$ cat src/rtl/inst_encoder.sv
// inst_encoder: turns symbolic ops into 16-bit instruction words streamed as two addressed bytes.
// Define ENC_CHECKSUM_EN to add csum, a running XOR of every byte handed to the sink.
module inst_encoder #(
    parameter int ADDR_W   = 8,
    parameter bit HI_FIRST = 1'b1
) (
    input  logic              clk,
    input  logic              rst_n,
    input  logic              in_valid,
    output logic              in_ready,
    input  logic [3:0]        op,
    input  logic [2:0]        mode,
    input  logic [10:0]       arg,
    input  logic              addr_clr,
    output logic              out_valid,
    input  logic              out_ready,
    output logic [7:0]        out_data,
    output logic [ADDR_W-1:0] out_addr,
    output logic [15:0]       inst_word,
    output logic              err,
    output logic [7:0]        err_cnt,
    output logic              wrapped
`ifdef ENC_CHECKSUM_EN
    ,
    output logic [7:0]        csum
`endif
);
    typedef enum logic [1:0] {IDLE, BYTE0, BYTE1} state_t;

    state_t            r_state;
    logic [15:0]       r_inst;
    logic [ADDR_W-1:0] r_addr;
    logic              r_err;
    logic [7:0]        r_err_cnt;
    logic              r_wrapped;
    logic [15:0]       w_word;
    logic              w_legal;
    logic              w_acc;
    logic              w_hs;
    logic [2:0]        w_alu;
    logic [7:0]        w_first;
    logic [7:0]        w_second;

    // ALU ops 3..9 map to opcode field 0..6; op[2:0]-3 wraps 8,9 to 5,6
    assign w_alu = op[2:0] - 3'd3;

    always_comb begin
        w_word  = 16'h0000;
        w_legal = 1'b1;
        case (op)
            4'd0:    w_word = 16'h0000;
            4'd1:    w_word = 16'h0700;
            4'd2:    w_word = 16'h0800;
            4'd3, 4'd4, 4'd5, 4'd6, 4'd7, 4'd8, 4'd9: begin
                w_word  = {2'b10, w_alu, mode, arg[7:0]};
                w_legal = (mode <= 3'd4);
            end
            4'd10:   w_word = {5'b11000, arg};
            4'd11:   w_word = {4'hF, 7'd0, arg[1], 3'd0, arg[0]};
            default: w_legal = 1'b0;
        endcase
    end

    assign in_ready  = (r_state == IDLE) && !addr_clr;
    assign out_valid = (r_state != IDLE);
    assign w_acc     = in_valid && in_ready;
    assign w_hs      = out_valid && out_ready;
    assign w_first   = HI_FIRST ? r_inst[15:8] : r_inst[7:0];
    assign w_second  = HI_FIRST ? r_inst[7:0] : r_inst[15:8];
    assign out_data  = (r_state == BYTE0) ? w_first : (r_state == BYTE1) ? w_second : 8'h00;
    assign out_addr  = r_addr;
    assign inst_word = r_inst;
    assign err       = r_err;
    assign err_cnt   = r_err_cnt;
    assign wrapped   = r_wrapped;

`ifdef ENC_CHECKSUM_EN
    logic [7:0] r_csum;
    assign csum = r_csum;
`endif

    always_ff @(posedge clk or negedge rst_n) begin
        if (!rst_n) begin
            r_state   <= IDLE;
            r_inst    <= 16'h0000;
            r_addr    <= '0;
            r_err     <= 1'b0;
            r_err_cnt <= 8'h00;
            r_wrapped <= 1'b0;
`ifdef ENC_CHECKSUM_EN
            r_csum    <= 8'h00;
`endif
        end else if (addr_clr) begin
            r_state   <= IDLE;
            r_addr    <= '0;
            r_err     <= 1'b0;
            r_wrapped <= 1'b0;
`ifdef ENC_CHECKSUM_EN
            r_csum    <= 8'h00;
`endif
        end else begin
            r_err <= w_acc && !w_legal;
            if (w_acc && !w_legal)
                r_err_cnt <= r_err_cnt + 8'(~&r_err_cnt);
            if (w_acc && w_legal) begin
                r_inst  <= w_word;
                r_state <= BYTE0;
            end else if (w_hs) begin
                r_state <= (r_state == BYTE0) ? BYTE1 : IDLE;
            end
            if (w_hs) begin
                r_addr <= r_addr + ADDR_W'(1);
                if (&r_addr)
                    r_wrapped <= 1'b1;
`ifdef ENC_CHECKSUM_EN
                r_csum <= r_csum ^ out_data;
`endif
            end
        end
    end
endmodule

$ cat config.mk
export PLATFORM = sky130hd
export DESIGN_NAME = inst_encoder
export DESIGN_NICKNAME = d
export VERILOG_FILES = /design/src/rtl/inst_encoder.sv
export SDC_FILE = /design/constraint.sdc
export NUM_CORES = 1
export LEC_CHECK = 0
export ABC_AREA = 0
export BUFFER_PORTS_ARGS = -buffer_cell sky130_fd_sc_hd__buf_2
export CAP_MARGIN = 20
export CORE_MARGIN = 4
export CORE_UTILIZATION = 28
export DETAILED_ROUTE_END_ITERATION = 6
export PLACE_DENSITY_LB_ADDON = 0.1
export SLEW_MARGIN = 20
export SYNTH_ARGS = -nofsm -noshare
export SYNTH_HDL_FRONTEND = slang
export SYNTH_SLANG_ARGS = --single-unit
export TNS_END_PERCENT = 20
$ cat constraint.sdc
create_clock -name clk -period 3.1 [get_ports clk]
set_clock_uncertainty 0.15 [all_clocks]
set_input_delay 0.155 -clock clk [delete_from_list [all_inputs] [get_ports clk]]
set_output_delay 0.155 -clock clk [all_outputs]
set_load 0.01 [all_outputs]
* After elaboration in Yosys (flattened, before gate mapping)
Index checks and enable logic that the tools add are counted.
** Storage, ports and cells
- Memories kept :: 0
- Output and inout bits :: 44
- RAM bits :: 0
- Memory bits (read-only) :: 0
- Bits in latches :: 0
- Flip-flop bits (word level) :: 36
** Operators by class
- Bitwise logic cells :: 1
- $add $sub $neg :: 3
- Equal/unequal tests :: 13
- Shifts and indexed selects :: 0
- Divide/modulo/power cells :: 0
- Multiply operators :: 0
- Reductions and logical operators :: 21
- Order comparisons :: 1
- Mux-type cells :: 14
** Operators by type and width (number)
- case mux 16 bit (5 select lines) :: 1
- two-way mux 8 bit :: 4
- equality test 4 x 3 -> 1 bit (second input constant) :: 4
- equality test 4 bit (second input constant) :: 4
- AND reduction 8 bit :: 2
- adder 8 x 1 -> 8 bit :: 1
- adder 8 x 1 -> 8 bit (second input constant) :: 1
- equality test 4 x 2 -> 1 bit (second input constant) :: 2
- two-way mux 2 bit :: 4
- OR reduction 7 bit :: 1
- AND reduction 2 bit :: 3
- nonzero test 2 bit :: 3
- logical AND 1 bit :: 5
- OR reduction 5 bit :: 1
- equality test 4 x 1 -> 1 bit (second input constant) :: 1
- zero test 4 bit :: 1
- two-way mux 1 bit :: 4
- <= comparator 3 bit (second input constant) :: 1
- zero test 1 bit :: 3
- nonzero test 3 bit :: 1
- subtractor 3 x 2 -> 3 bit (second input constant) :: 1
- equality test 2 x 1 -> 1 bit (second input constant) :: 1
- equality test 2 bit (second input constant) :: 1
- zero test 2 bit :: 1
- 2 further kinds :: 2

* Depth between registers and ports, before layout
- Depth in word-level cells :: 6
- Mapped depth :: 8
- Mapped depth without buffers :: 8

* Worst setup path before layout
Ideal clock, no wire load.
- Path kind :: input-to-reg
- Start :: input port op[0]
- End :: register r_inst[14], in the netlist inst_word[14]
- Arrival :: 1.789 ns
- Required time :: 2.825 ns
- Path slack :: 1.036 ns
- Cell stages on the path :: 8
- Buffers on the path :: 2
- Setup time :: 0.125 ns
- Path through :: inv_1 -> ha_1 -> buf_6 -> o21bai_4 -> a2111oi_4 -> o21ai_4 -> buf_6 -> mux2_4
** On the way
- Cells in the longest elaborated chain, start to end :: 5
** Ends and longest elaborated chain
- from (decl) :: line 11 : input logic [3:0] op,
- equality test 4 x 2 -> 1 bit (tied with other cells) :: line 50 : case (op)
- OR reduction 7 bit / OR reduction 5 bit (equally long branches)
- case mux 1 bit (2 select lines) :: line 50
- logical AND 1 bit :: line 105 : if (w_acc && w_legal) begin
- AND reduction 2 bit (no line)
- to (signal assigned) :: line 106 : r_inst <= w_word;
- to (decl) :: line 31 : logic [15:0] r_inst;
Parallel ways exist; a longest one is shown, timed or not.
A chain may end at the register's enable or synchronous reset.

* Final worst setup path
Same ends and word-level chain as after synthesis.

==> flow_metrics.env <==
export IMPL_result_of_the_run="finished clean"
export IMPL_holdWs_ps=25.7
export IMPL_worstSetupPathDepth=7
export IMPL_remaining_overflow_grt=0
export IMPL_gr_usage_all_layers=0.123
export IMPL_floorplan_initialDensity=0.291
export IMPL_timing_worst_slew_pin_value_ps=818
export IMPL_tritoncts="built"
export IMPL_routed_wirelength_um=5050
export IMPL_ff2ff_setup_slack_ps=960
export IMPL_routing_usage_on_met3=0.0252
export IMPL_clk_pin_slew_ps=70
export IMPL_synthesis_area_um2=2000
export IMPL_synthTopCellsByArea="sky130_fd_sc_hd__dfrtp_1 (45%), sky130_fd_sc_hd__a22o_1 (6.6%), sky130_fd_sc_hd__mux2_2 (5.1%)"
export IMPL_synth_cell_type_count=41
export IMPL_cpLargestDelayFamily="compound AO/OA/AOI/OAI gates"
export IMPL_grt_antenna_before_repair=0
export IMPL_grt_max_degree=37
export IMPL_maxcap_violations=0
export IMPL_fmaxAchievable_mhz=459
export IMPL_worst_path_largest_cell_delay_ps=650
export IMPL_timing_critical_path_slowest_stage_cell="sky130_fd_sc_hd__a2111oi_4"
export IMPL_yosys_area_top_type="sky130_fd_sc_hd__dfrtp_1"
export IMPL_synthesis_nets=210
export IMPL_insertedDiodeCount=0
export IMPL_critPathKind="input pin to flop"
export IMPL_synth_yosys_warnings=0
export IMPL_grt_first_pass_wirelength_um=8410
export IMPL_first_global_vias=1671
export IMPL_layout_nets=284
export IMPL_rsz_0062_raised_after_global_routing="no"
export IMPL_yosys_most_used_dff="sky130_fd_sc_hd__dfrtp_1"
export IMPL_detailroute_via_count=1633
export IMPL_place_inst=335
export IMPL_final_cells=351
export IMPL_setup_violations=0
export IMPL_powerDensity_nw_per_um2=533
export IMPL_die_y_um=92.4
export IMPL_holdCritPathClass="input pin to flop"
export IMPL_drt_first_iter_violations=35
export IMPL_place_gp_congestion=0.746
export IMPL_synth_instances=180
export IMPL_worstHoldPathCells=3
export IMPL_groute_layer_met2_usage=0.193
export IMPL_layout_commonest_cell="sky130_fd_sc_hd__buf_2"
export IMPL_remaining_drc_errors=0
export IMPL_timing_final_hold_violations=0
export IMPL_crit_fanout=17
export IMPL_ys_ff_latch=36
export IMPL_die_x_um=92.4
export IMPL_synth_avg_cell_area_um2=11.1
export IMPL_gr_max_usage_layer="met2"
export IMPL_critical_path_required_ps=3110
export IMPL_crit_buf_inv=2
export IMPL_htree_levels=2
export IMPL_root_buffer_master="sky130_fd_sc_hd__clkbuf_8"
export IMPL_tritoncts_num_sinks=36
export IMPL_setup_tns_ps=0
export IMPL_start_kind="input pin"
export IMPL_port_buf_inserts=66
export IMPL_slew_limit_headroom=0.455
export IMPL_ir_worst_vdd_v=0.000140
export IMPL_worstSetupEndpointType="flop"
export IMPL_route_detailed_wl_per_inst_um=14.4
export IMPL_synth_async_reset_ratio=1.00
export IMPL_core_area_um2=6870
export IMPL_ant_nets=0
export IMPL_insertion_delay_to_the_later_sink_of_the_worst_skew_pair_ps=280
export IMPL_period_utilization=0.703
export IMPL_clockBufferDepth=2
export IMPL_final_max_slew_viol_count=0
export IMPL_rows=30
export IMPL_design_die_area_um2=8540
export IMPL_synth_edf_count=0
export IMPL_critical_path_cell_chain="buf_2, inv_1, ha_1, o21bai_4, a2111oi_4, o21ai_4, mux2_4"
export IMPL_final_period_minus_worst_setup_slack_ps=2180
export IMPL_drt_pass1_iterations=4
export IMPL_mostFrequentLayoutCells="sky130_fd_sc_hd__buf_2 (66), sky130_fd_sc_hd__dfrtp_1 (36), sky130_fd_sc_hd__nor2_1 (17)"
export IMPL_post_synth_top_area_fraction=0.451
export IMPL_yosysSeqAreaShare=0.451
export IMPL_area_delta_synth_final_pct=28.7
export IMPL_cts_resized=0
export IMPL_worstPathArrival_ps=2190
export IMPL_detailed_place_hpwl_um=3810
export IMPL_post_drt_via_cell_ratio=4.65
export IMPL_tritoncts_num_buffers=5
export IMPL_timing_reg2reg_worst_path_depth=8
export IMPL_grtUsageMet1=0.169
export IMPL_total_leakage_power_nw=1.30
export IMPL_design_portCount=67
export IMPL_drive_gt1_frac=0.353
==> kinds of logic after synthesis <==
kind of cell,count (synthesis),synth area share
compound gates,40,0.172
xor+xnor,13,0.0571
fa+ha+maj,7,0.0439
buf+inv,14,0.0389
flops,36,0.451
mux,14,0.0784
simple gates,56,0.159
==> sequential cells by signal, summed over array words and instances, names as in the netlist <==
signal     cells
err            1
inst_word     16
out_addr       8
r_state        2
wrapped        1
err_cnt        8
==> per-stage QoR <==
stage	util	cell area, um2	total power (W)	setup slack [ps]
detailed placement	0.349	2400	0.00104	617
floorplan	-	2000	0.000863	1040
CTS	0.374	2570	0.00139	913
global placement	0.349	2400	0.00104	642
finish	0.374	2570	0.00137	921
global route	0.374	2570	0.00146	742
==> final cells by class <==
class	instances	area [um2]
multi-input cells	130	1020
clock buffers	8	90.1
inverters	6	22.5
repair buffers	75	418
flip-flops and latches	36	901
well taps	96	120
fillers	722	4300
==> power breakdown <==
| group | internal [W] | leakage [nW] | switching (W) |
|---|---|---|---|
| combinational | 0.000188 | 0.777 | 0.000198 |
| clock | 0.000181 | 0.0455 | 0.000157 |
| sequential | 0.000558 | 0.477 | 0.0000885 |
| total | 0.000927 | 1.30 | 0.000443 |
==> path summary, 6_finish.rpt <==
path | to | start
worst max register to register | err_cnt[4] | err_cnt[2]
worst min-delay path | inst_word[0] | arg[0]
max in group asynchronous | inst_word[5] | rst_n
worst min register to register | err_cnt[4] | err_cnt[4]
min in group asynchronous | err | rst_n
worst max-delay path | inst_word[14] | op[0]
==> cells in the mapped netlist (4+ instances only) <==
| library cell | instances |
|---|---|
| sky130_fd_sc_hd__xor2_1 | 10 |
| sky130_fd_sc_hd__nor3_1 | 5 |
| sky130_fd_sc_hd__inv_1 | 6 |
| sky130_fd_sc_hd__a22o_1 | 15 |
| sky130_fd_sc_hd__a31oi_1 | 4 |
| sky130_fd_sc_hd__dfrtp_1 | 36 |
| sky130_fd_sc_hd__nand4_1 | 5 |
| sky130_fd_sc_hd__o21ai_0 | 5 |
| sky130_fd_sc_hd__and3_1 | 4 |
| sky130_fd_sc_hd__ha_1 | 7 |
| sky130_fd_sc_hd__nand2_1 | 6 |
| sky130_fd_sc_hd__mux2_2 | 9 |
| sky130_fd_sc_hd__nor2_1 | 17 |
| sky130_fd_sc_hd__o2bb2ai_1 | 4 |
| sky130_fd_sc_hd__mux2i_1 | 4 |
==> tightest hold or removal path, stage by stage <==
cell                      delay, ps
sky130_fd_sc_hd__buf_2          100
sky130_fd_sc_hd__o21ai_0         70
sky130_fd_sc_hd__mux2i_1         80
==> layer usage <==
layer,part of all wire,vias to the layer above
met1,0.47,770
met4,0.0095,0
li1,-,811
met5,0,-
met2,0.46,47
met3,0.060,5
==> repair_timing <==
action / CTS / global route
buffers inserted: 0 / 0
endpoints found under the setup margin: 0 / 0
endpoints found under the hold margin: 43 / 0
hold buffers: 8 / 0
Note: power is estimated with default switching activity, not from simulation.
